File: src/rtl/wm_pkg.sv
// Shared washing-machine panel definitions: button FSM state encoding and
// default 1 ms-tick timing constants reused by other panel blocks.
package wm_pkg;

  typedef enum logic [1:0] {
    IDLE  = 2'd0,
    PRESS = 2'd1,
    HELD  = 2'd2
  } wm_state_e;

  localparam int WM_DEBOUNCE_MS = 20;
  localparam int WM_LONG_MS     = 1000;
  localparam int WM_REPEAT_MS   = 200;
  localparam int WM_CNT_W       = 12;

endpackage

File: src/rtl/wm_debounce.sv
// Two-flop synchronizer plus tick-based debouncer; emits the accepted level and
// combinational rise/fall strobes valid on the tick edge that accepts a change.
module wm_debounce
  import wm_pkg::*;
#(
  parameter int DEBOUNCE_MS = WM_DEBOUNCE_MS,
  parameter int CNT_W       = WM_CNT_W
) (
  input  logic clk,
  input  logic reset,
  input  logic tick,
  input  logic din,
  output logic stable,
  output logic rise,
  output logic fall
);

  localparam logic [CNT_W-1:0] DB_LAST = CNT_W'(DEBOUNCE_MS - 1);

  logic             sync_q1;
  logic             sync_in;
  logic [CNT_W-1:0] db_cnt;
  logic             accept;

  // NOTE: non-blocking assignments make each stage capture the previous stage's old value.
  always_ff @(posedge clk or posedge reset) begin
    if (reset) begin
      sync_q1 <= 1'b0;
      sync_in <= 1'b0;
    end else begin
      sync_q1 <= din;
      sync_in <= sync_q1;
    end
  end

  // The DEBOUNCE_MS-th consecutive differing tick flips the level.
  assign accept = tick && (sync_in != stable) && (db_cnt == DB_LAST);
  assign rise   = accept && !stable;
  assign fall   = accept && stable;

  always_ff @(posedge clk or posedge reset) begin
    if (reset) begin
      stable <= 1'b0;
      db_cnt <= '0;
    end else if (tick) begin
      if (sync_in == stable) begin
        db_cnt <= '0;
      end else if (accept) begin
        stable <= ~stable;
        db_cnt <= '0;
      end else begin
        db_cnt <= db_cnt + 1'b1;
      end
    end
  end

endmodule

File: src/rtl/wm_key_event.sv
// Button front-end: debounced level plus short / long / auto-repeat event
// pulses, all advancing on the shared 1 ms tick.
module wm_key_event
  import wm_pkg::*;
#(
  parameter int DEBOUNCE_MS = WM_DEBOUNCE_MS,
  parameter int LONG_MS     = WM_LONG_MS,
  parameter int REPEAT_MS   = WM_REPEAT_MS,
  parameter int CNT_W       = WM_CNT_W
) (
  input  logic clk,
  input  logic reset,
  input  logic clkCnt_1msEnd,
  input  logic but_in,
  output logic but_level,
  output logic but_short,
  output logic but_long,
  output logic but_repeat
);

  localparam logic [CNT_W-1:0] LONG_LAST = CNT_W'(LONG_MS - 1);
  localparam logic [CNT_W-1:0] REP_LAST  = CNT_W'(REPEAT_MS - 1);

  wm_state_e        state, state_nx;
  logic [CNT_W-1:0] hold_cnt, hold_nx;
  logic [CNT_W-1:0] rep_cnt, rep_nx;
  logic             short_nx, long_nx, repeat_nx;
  logic             stable, rise, fall;

  wm_debounce #(
    .DEBOUNCE_MS(DEBOUNCE_MS),
    .CNT_W      (CNT_W)
  ) u_debounce (
    .clk   (clk),
    .reset (reset),
    .tick  (clkCnt_1msEnd),
    .din   (but_in),
    .stable(stable),
    .rise  (rise),
    .fall  (fall)
  );

  // stable is already a flop, so the level needs no extra register stage.
  assign but_level = stable;

  // NOTE: every signal written here gets a default first so no latch is inferred.
  always_comb begin
    state_nx  = state;
    hold_nx   = hold_cnt;
    rep_nx    = rep_cnt;
    short_nx  = 1'b0;
    long_nx   = 1'b0;
    repeat_nx = 1'b0;
    if (clkCnt_1msEnd) begin
      case (state)
        IDLE: begin
          if (rise) begin
            state_nx = PRESS;
            hold_nx  = '0;
          end
        end
        PRESS: begin
          hold_nx = hold_cnt + 1'b1;
          // A release on the threshold tick wins over the long press.
          if (fall) begin
            short_nx = 1'b1;
            state_nx = IDLE;
            hold_nx  = '0;
            rep_nx   = '0;
          end else if (hold_cnt == LONG_LAST) begin
            long_nx  = 1'b1;
            state_nx = HELD;
            rep_nx   = '0;
          end
        end
        HELD: begin
          rep_nx = rep_cnt + 1'b1;
          if (fall) begin
            state_nx = IDLE;
            hold_nx  = '0;
            rep_nx   = '0;
          end else if (rep_cnt == REP_LAST) begin
            repeat_nx = 1'b1;
            rep_nx    = '0;
          end
        end
        default: begin
          state_nx = IDLE;
          hold_nx  = '0;
          rep_nx   = '0;
        end
      endcase
    end
  end

  always_ff @(posedge clk or posedge reset) begin
    if (reset) begin
      state      <= IDLE;
      hold_cnt   <= '0;
      rep_cnt    <= '0;
      but_short  <= 1'b0;
      but_long   <= 1'b0;
      but_repeat <= 1'b0;
    end else begin
      state      <= state_nx;
      hold_cnt   <= hold_nx;
      rep_cnt    <= rep_nx;
      but_short  <= short_nx;
      but_long   <= long_nx;
      but_repeat <= repeat_nx;
    end
  end

endmodule

File: config.mk
export PLATFORM = sky130hd
export DESIGN_NAME = wm_key_event
export DESIGN_NICKNAME = d
export VERILOG_FILES = /design/src/rtl/wm_pkg.sv /design/src/rtl/wm_debounce.sv /design/src/rtl/wm_key_event.sv
export SDC_FILE = /design/constraint.sdc
export NUM_CORES = 1
export LEC_CHECK = 0
export BUFFER_PORTS_ARGS = -buffer_cell sky130_fd_sc_hd__buf_2
export CAP_MARGIN = 20
export CORE_ASPECT_RATIO = 1.5
export CORE_MARGIN = 3
export CORE_UTILIZATION = 58
export DETAILED_ROUTE_END_ITERATION = 7
export PLACE_DENSITY = 0.84
export SETUP_SLACK_MARGIN = 0.05
export SLEW_MARGIN = 20
export SYNTH_ARGS = -nofsm -noshare
export SYNTH_HDL_FRONTEND = slang
export SYNTH_SLANG_ARGS = --single-unit
File: constraint.sdc
create_clock -name clk -period 3 [get_ports clk]
set_clock_uncertainty 0.05 [all_clocks]
set_input_delay 0.75 -clock clk [delete_from_list [all_inputs] [get_ports clk]]
set_output_delay 0.75 -clock clk [all_outputs]
set_load 0.1 [all_outputs]
==> out/qor.csv <==
metric,value,unit
r2r-start,u_debounce.db_cnt[7]$_DFFE_PP0P_,
slew-limit-headroom,0.293,
antenna_found_initial,0,
ctsHoldBuffers,0,
insertion_delay,0.30,ns
cp.arrival,2.54,ns
power_leakage,1.18,nW
synthesis.area,2390,um2
async_reset_ff_frac,1.00,
dpl.cell_count,304,
dieArea,4950,um2
post_drt_via_cell_ratio,6.39,
period_needed,2.41,ns
cts_buffers,5,
cts_max_path_buffers,2,
worstMarginPinSlew,1.05,ns
netlist.area_leader.share,0.460,
synth-main-ff-cell,dfrtp_1,
first_pass_iters,5,
synthDistinctLibCells,50,
finalHoldViolations,0,
grt_use_total,0.223,
rsz0062_at_grt,no,
path_cells,or4_1 -> a2111oi_0 -> o21ai_1 -> o21ai_0 -> o21ai_1,
grt_max_degree,45,
critPathKind,flip-flop to flip-flop,
finalCritPeriodShare,0.802,
final_nets,273,
drv_cap,0,
slew_violations,0,
layout_common_cells,"dfrtp_1 (44), nand2_1 (24), nand3_1 (21), o21ai_0 (21)",
die_h,84.7,um
die_x,58.5,um
final_cells,312,
final_common_cell,dfrtp_1,
drc,0,
first_global_vias,1911,
status,finished clean,
layout-drive-gt1-share,0.0974,
cpMostUsedCell,o21ai_1,
r2r_setup_slack,0.59,ns
yosysWarnings,0,
hold_depth,0,
total_power,1.14,mW
syn_nets,267,
cp_max_fo,16,
cp-endpoint,hold_cnt[10]$_DFFE_PP0P_,
startpoint_type,flip-flop,
path_clk_slew,0.08,ns
routed_wl,4.92,mm
antenna_left,0,
area_delta_synth_final,7.89,%
synth_seq_cells,44,
slowest_stage,or4_1,
syn-mean-instance-area,9.21,um2
cts_resized,0,
p_per_area,442,nW/um2
worst_ir_drop_vdd,0.352,mV
hold_class,flip-flop to flip-flop,
portBuffers,7,
ys_seq_area_frac,0.460,
wl_met1,2.07,mm
routedWlPerCell,15.8,um
fp.coreArea,3960,um2
reg2regPathDepth,5,
hpwlAfterDp,3.37,mm
synth_cells,260,
diodes,0,
max_freq,416,MHz
drtIter0Drc,99,
gp_congestion,0.893,
yosysTopAreaCell,dfrtp_1,
setup_tns,0,ns
crit_start,u_debounce.db_cnt[7]$_DFFE_PP0P_,
endpoint_kind,flip-flop,
htreeDepth,2,
num_rows,28,
cts_tree,done,
cts_sinks,44,
vias,1993,
synth_edf_count,0,
synthTopCellsByArea,"dfrtp_1 (46%), nand3_1 (4.4%), o21ai_0 (4.4%)",
wl_met3,159,um
clockRootBuffer,clkbuf_8,
overflow,0,
cts_setup_buffers,0,
num_io_pins,8,
finalSetupViolCount,0,
r2r_end,hold_cnt[10]$_DFFE_PP0P_,
top_layer_used,met4,
cp.required,3.13,ns
whs,0.308,ns
critPathMaxStageDelay,0.59,ns
start_util,0.605,
wl_met2,2.58,mm
grt_pass1_wl,8.67,mm
-- routing by layer --
layer | track usage | up-vias
met1 | 0.278 | 951
li1 | - | 984
met3 | 0.0369 | 13
met5 | 0 | -
met2 | 0.374 | 45
met4 | 0.0907 | 0
-- kinds of logic (layout without fill, tap and decap cells) --
| group | count (synthesis) | in the layout | share of synthesized area |
|---|---|---|---|
| XOR/XNOR | 4 | 4 | 0.0146 |
| AND/OR/NAND/NOR | 124 | 124 | 0.285 |
| multiplexers | 3 | 3 | 0.0136 |
| buffers and inverters | 20 | 27 | 0.0355 |
| flip-flops | 44 | 44 | 0.460 |
| adder cells (fa/ha/maj) | 3 | 3 | 0.0157 |
| AO/OA/AOI/OAI | 62 | 62 | 0.175 |
-- stage by stage --
step	util	setup WS (ns)	cell area [um2]
final	0.652	0.594	2580
after global placement	0.620	0.510	2460
after CTS	0.652	0.581	2580
after floorplan	-	0.509	2390
after global routing	0.652	0.343	2580
after detailed placement	0.620	0.408	2460
-- synthesized netlist by cell type, types with 3 or more instances --
master	n
o31ai_1	6
nand3_1	21
nor2_1	14
and2_1	4
ha_1	3
nand4_1	7
o21ai_0	21
dfrtp_1	44
and4_1	5
and3_1	7
nor4_1	4
nand2_1	24
nand2b_1	3
a21o_1	3
clkbuf_1	8
or4_1	4
o2bb2ai_1	4
a21oi_1	6
inv_1	8
nor3_1	14
a211o_1	6
o21ai_1	5
or3_1	4
nor2b_1	3
-- state kept, by name (all words and copies together), names as in the netlist --
name / count
hold_cnt: 12
rep_cnt: 12
u_debounce.db_cnt: 12
state: 2
but_long: 1
but_repeat: 1
but_short: 1
u_debounce.stable: 1
u_debounce.sync_in: 1
u_debounce.sync_q1: 1
-- where the power goes --
group	internal (mW)	switching, mW
registers	0.598	0.00639
logic	0.0125	0.0267
clock network	0.294	0.203
-- worst max-delay path: cells and delay by family (launching register included) --
family             cells  cell delay, ns
and+or+nand+nor        1            0.59
AOI/OAI and AO/OA      4            1.23
DFF                    1            0.43
-- how the worst min path moves through the flow --
stage,start,to,slack [ns]
finish,u_debounce.sync_q1$_DFF_PP0_,u_debounce.sync_in$_DFF_PP0_,0.31
global route,u_debounce.sync_q1$_DFF_PP0_,u_debounce.sync_in$_DFF_PP0_,0.32
CTS,u_debounce.sync_q1$_DFF_PP0_,u_debounce.sync_in$_DFF_PP0_,0.31
detailed placement,u_debounce.sync_q1$_DFF_PP0_,u_debounce.sync_in$_DFF_PP0_,0.29
global placement,u_debounce.sync_q1$_DFF_PP0_,u_debounce.sync_in$_DFF_PP0_,0.28
floorplan,u_debounce.sync_q1$_DFF_PP0_,u_debounce.sync_in$_DFF_PP0_,0.28
-- layout make-up --
cell class | count | area (um2)
clock inverters | 1 | 30.0
flip-flops and latches | 44 | 1100
clock buffers | 7 | 96.3
fillers | 315 | 1380
multi-input cells | 196 | 1210
inverters | 9 | 33.8
repair buffers | 10 | 57.6
well taps | 45 | 56.3
Note: power is estimated with default switching activity, not from simulation.
